[src/rtl/wam_pkg.sv]
`default_nettype none
// ============================================================================
// Module   : wam_pkg
// Brief    : Shared FSM state encoding and BCD constants for the score keeper.
// Revision : 1.0
// ============================================================================
package wam_pkg;

    typedef enum logic [1:0] {
        IDLE = 2'd0,
        PLAY = 2'd1,
        DONE = 2'd2
    } state_t;

    localparam logic [7:0] BCD_MAX  = 8'h99;
    localparam logic [7:0] BCD_ZERO = 8'h00;

endpackage
`default_nettype wire

[src/rtl/wam_bcd2.sv]
`default_nettype none
// ============================================================================
// Module   : wam_bcd2
// Brief    : Combinational saturating two-digit BCD increment/decrement.
// Revision : 1.0
// ============================================================================
module wam_bcd2
    import wam_pkg::*;
(
    input  logic [7:0] cur,
    input  logic       inc,
    input  logic       dec,
    output logic [7:0] nxt
);

    always_comb begin
        nxt = cur;
        if (inc && !dec) begin
            if (cur != BCD_MAX) begin
                if (cur[3:0] < 4'd9) begin
                    nxt[3:0] = cur[3:0] + 4'd1;
                end else begin
                    nxt[3:0] = 4'd0;
                    nxt[7:4] = cur[7:4] + 4'd1;
                end
            end
        end else if (dec && !inc) begin
            if (cur != BCD_ZERO) begin
                if (cur[3:0] > 4'd0) begin
                    nxt[3:0] = cur[3:0] - 4'd1;
                end else begin
                    nxt[3:0] = 4'd9;
                    nxt[7:4] = cur[7:4] - 4'd1;
                end
            end
        end
    end

endmodule
`default_nettype wire

[src/rtl/wam_scr.sv]
`default_nettype none
// ============================================================================
// Module   : wam_scr
// Brief    : Whac-A-Mole score keeper, game phase FSM and display scan toggle.
// Revision : 1.0
// ============================================================================
module wam_scr
    import wam_pkg::*;
#(
    parameter int SCAN_DIV = 100000
) (
    input  logic       clk,
    input  logic       rst_n,
    input  logic       start,
    input  logic       hit,
    input  logic       miss,
    input  logic       game_over,
    output logic [7:0] score,
    output logic       sbit,
    output logic       playing,
    output logic       maxed
);

    localparam int                CNT_W      = $clog2(SCAN_DIV);
    localparam logic [CNT_W-1:0]  c_cnt_last = CNT_W'(SCAN_DIV - 1);

    state_t             r_state;
    state_t             w_state_nxt;
    logic               r_hit_d;
    logic               r_miss_d;
    logic [7:0]         r_score;
    logic [7:0]         w_score_nxt;
    logic [7:0]         w_bcd_nxt;
    logic [CNT_W-1:0]   r_scan_cnt;
    logic               r_sbit;
    logic               w_inc;
    logic               w_dec;

    // Edges only count during play; start/game_over override the result below.
    assign w_inc = (r_state == PLAY) && hit  && !r_hit_d;
    assign w_dec = (r_state == PLAY) && miss && !r_miss_d;

    wam_bcd2 u_bcd2 (
        .cur (r_score),
        .inc (w_inc),
        .dec (w_dec),
        .nxt (w_bcd_nxt)
    );

    always_comb begin
        w_state_nxt = r_state;
        w_score_nxt = r_score;
        if (start) begin
            w_state_nxt = PLAY;
            w_score_nxt = BCD_ZERO;
        end else begin
            case (r_state)
                IDLE: w_state_nxt = IDLE;
                PLAY: begin
                    if (game_over) begin
                        w_state_nxt = DONE;
                    end else begin
                        w_score_nxt = w_bcd_nxt;
                    end
                end
                DONE:    w_state_nxt = DONE;
                default: w_state_nxt = IDLE;
            endcase
        end
    end

    always_ff @(posedge clk or negedge rst_n) begin
        if (!rst_n) begin
            r_state  <= IDLE;
            r_score  <= BCD_ZERO;
            r_hit_d  <= 1'b0;
            r_miss_d <= 1'b0;
        end else begin
            r_state  <= w_state_nxt;
            r_score  <= w_score_nxt;
            r_hit_d  <= hit;
            r_miss_d <= miss;
        end
    end

    // Free-running scan divider; sbit flips on each wrap for a 50% duty toggle.
    always_ff @(posedge clk or negedge rst_n) begin
        if (!rst_n) begin
            r_scan_cnt <= '0;
            r_sbit     <= 1'b0;
        end else if (r_scan_cnt == c_cnt_last) begin
            r_scan_cnt <= '0;
            r_sbit     <= ~r_sbit;
        end else begin
            r_scan_cnt <= r_scan_cnt + CNT_W'(1);
        end
    end

    assign score   = r_score;
    assign sbit    = r_sbit;
    assign playing = (r_state == PLAY);
    assign maxed   = (r_score == BCD_MAX);

endmodule
`default_nettype wire

[config.mk]
export PLATFORM = sky130hd
export DESIGN_NAME = wam_scr
export DESIGN_NICKNAME = d
export VERILOG_FILES = /design/src/rtl/wam_pkg.sv /design/src/rtl/wam_bcd2.sv /design/src/rtl/wam_scr.sv
export SDC_FILE = /design/constraint.sdc
export NUM_CORES = 1
export LEC_CHECK = 0
export BUFFER_PORTS_ARGS = -buffer_cell sky130_fd_sc_hd__buf_2
export CAP_MARGIN = 40
export CELL_PAD_IN_SITES_DETAIL_PLACEMENT = 0
export CELL_PAD_IN_SITES_GLOBAL_PLACEMENT = 1
export CORE_AREA = 3 3 73 75
export DETAILED_ROUTE_END_ITERATION = 10
export DIE_AREA = 0 0 76 78
export PLACE_DENSITY = 0.75
export SLEW_MARGIN = 5
export SYNTH_ARGS = -nofsm -noshare
export SYNTH_HDL_FRONTEND = slang
export SYNTH_HIERARCHICAL = 1
export SYNTH_SLANG_ARGS = --single-unit
[constraint.sdc]
create_clock -name clk -period 1.9 [get_ports clk]
set_input_delay 0.095 -clock clk [delete_from_list [all_inputs] [get_ports clk]]
set_output_delay 0.095 -clock clk [all_outputs]
set_load 0.1 [all_outputs]
==> qor.yml <==
final_cell_count_no_fill: 315
gp_congestion: 0.8409
drive_above_1_share: 0.3629
async_reset_ff_frac: 1.000
grt_pass1_vias: 1524
max-cap-violations: 0
place_ws_ps: -1.066
firstDrtPassIters: 4
startpoint_type: "flip-flop"
drtAntennaViolNets: 0
p_per_area_nw_per_um2: 592.1
max_stage_delay_ps: 460
fin_crit_ps: 1858
period_share: 0.9779
wl_per_cell_um: 13.09
die_height_um: 78
synth_edf_count: 0
grt_first_pass_wirelength_um: 7176
final_area_um2: 2541
worstPathRequired_ps: 2060
hold_path_class: "in -> reg"
vias_per_cell: 5.022
yosysWarnings: 6
area_growth_syn_to_layout_pct: 33.97
finalHoldViolations: 0
final_cell_mix: "nand2_1 (24), dfrtp_1 (22), buf_4 (20)"
route.vias.total: 1582
crit_arrival_ps: 2020
fp.dieArea_um2: 5928
overflow: 0
finalWirelength_um: 4122
clkTransAtPathRegs_ps: 70
placed_cell_area_um2: 2295
rsz0062_at_grt: "true"
p_leak_nw: 1.108
htreeDepth: 2
syn-num-nets: 221
finalClockSkew_ps: 5.731
tritoncts: "done"
root_buffer: "clkbuf_8"
num_rows: 25
critPathCaptureType: "flip-flop"
ys_types: 54
netlist_instances: 206
slowest_stage: "dfrtp_4"
dp.cells: 298
grt_max_degree: 31
coreArea_um2: 4723
worst-path-max-fanout: 6
dominantRegCellSynth: "dfrtp_1"
utilization: 0.5380
antenna_cells: 0
cts_buffers: 5
status: "finished, final reports clean"
cp_cell_sequence: "inv_6 > ha_4 > or2b_4 > nand3_2 > o41ai_2 > mux2_2 > nand2_1 > a21oi_1"
worst_slew_pin_slew_ps: 667.5
layout_commonest_cell: "nand2_1"
clockBufferDepth: 2
initial_core_util: 0.4016
drc_errors: 0
ir_worst_vdd_v: 0.0006660
timing.final.ws_setup_ps: 41.99
insertion_delay_ps: 280
finalSetupViolations: 0
seq_area_frac_synth: 0.3958
p_total_mw: 1.505
dr.first_iter.drc_count: 73
port-buffer-count: 16
synth-seq-cells: 30
grt_antenna_before_repair: 0
ios: 17
slew_viol_final: 0
crit_type: "reg -> reg"
postSynthAreaPerCell_um2: 9.208
dieWidth_um: 76
finalSetupTns_ps: 0
syn-cell-area_um2: 1897
slew_headroom: 0.5550
fmax_mhz: 538.2
grt_use_total: 0.1503
nets: 262
cts_num_sinks: 30
hold_ws_ps: 86.81
dp_hpwl_um: 3022
-- sequential cells by signal, summed over array words and instances, names as in the netlist --
register / flops
r_miss_d: 1
sbit: 1
r_hit_d: 1
r_scan_cnt: 17
r_state: 2
score: 8
-- timing repair --
action	4_1_cts	5_1_grt
hold buffers	3	0
gates resized for setup	1	15
hold endpoints to repair	32	0
gates cloned	0	0
setup endpoints to repair	2	8
setup buffers	0	6
pin swaps	2	12
-- critical path, delay by kind of cell (launching register included) --
| family | cells | cell delay (ps) |
|---|---|---|
| mux | 1 | 360 |
| compound gates | 2 | 280 |
| simple gates | 3 | 410 |
| flops | 1 | 460 |
| buf+inv | 1 | 50 |
| fa+ha+maj | 1 | 170 |
-- path summary, 6_finish.rpt --
check                           endpoint      from  depth (start not counted)  slack [ps]
setup / recovery                score[7]  score[0]                          8          40
hold / removal                  score[4]     start                          2          90
setup reg to reg                score[7]  score[0]                          8          40
hold reg to reg                     sbit      sbit                          1         470
max in group asynchronous       score[4]     rst_n                          2        1030
min in group asynchronous  r_scan_cnt[4]     rst_n                          2         370
-- cell type report --
| class | instances | area, µm² |
|---|---|---|
| clock buffers | 5 | 68.82 |
| clock inverters | 3 | 40.04 |
| fillers | 446 | 2182 |
| inverters | 11 | 53.80 |
| multi-input cells | 157 | 1212 |
| flip-flops and latches | 30 | 773.2 |
| well taps | 67 | 83.83 |
| repair buffers | 42 | 309.0 |
-- cells in the mapped netlist (2+ instances only) --
cell type  count  area share
inv_1         11       0.022
or4bb_1        2       0.012
nor2_1        16       0.032
ha_1           9       0.059
and4_1         2      0.0092
nor2b_1        6       0.020
mux2_2         2       0.012
nor3_1         4       0.011
nand4_1        4       0.013
nand3_1       12       0.032
o21ai_0        5       0.013
nand2b_1       2      0.0066
xor2_1         7       0.032
a21oi_1       11       0.029
o221ai_1       2      0.0092
a31oi_1        3      0.0099
clkbuf_1       3      0.0059
dfrtp_1       30        0.40
buf_2          2      0.0053
nor4_1         3      0.0099
nand2_1       25       0.049
o211ai_1       2      0.0079
xnor2_1       10       0.046
nand4b_1       3       0.014
-- kinds of logic after synthesis --
logic type | Yosys count | synth area share
simple gates | 92 | 0.2764
compound gates | 37 | 0.1333
mux | 2 | 0.01187
xor+xnor | 17 | 0.07849
buf+inv | 19 | 0.04485
fa+ha+maj | 9 | 0.05937
flops | 30 | 0.3958
-- per-layer routing --
metal,track usage,part of all wire,up-vias
li1,-,-,819
met1,0.1926,0.47,739
met2,0.2491,0.49,17
met3,0.03132,0.026,7
met4,0.05797,0.017,0
met5,0,0,-
-- power by group --
group	switching (mW)	internal, mW	leakage (nW)
Clock	0.243	0.385	0.0579
Combinational	0.132	0.0857	0.669
Sequential	0.0106	0.649	0.381
Note: power is estimated with default switching activity, not from simulation.
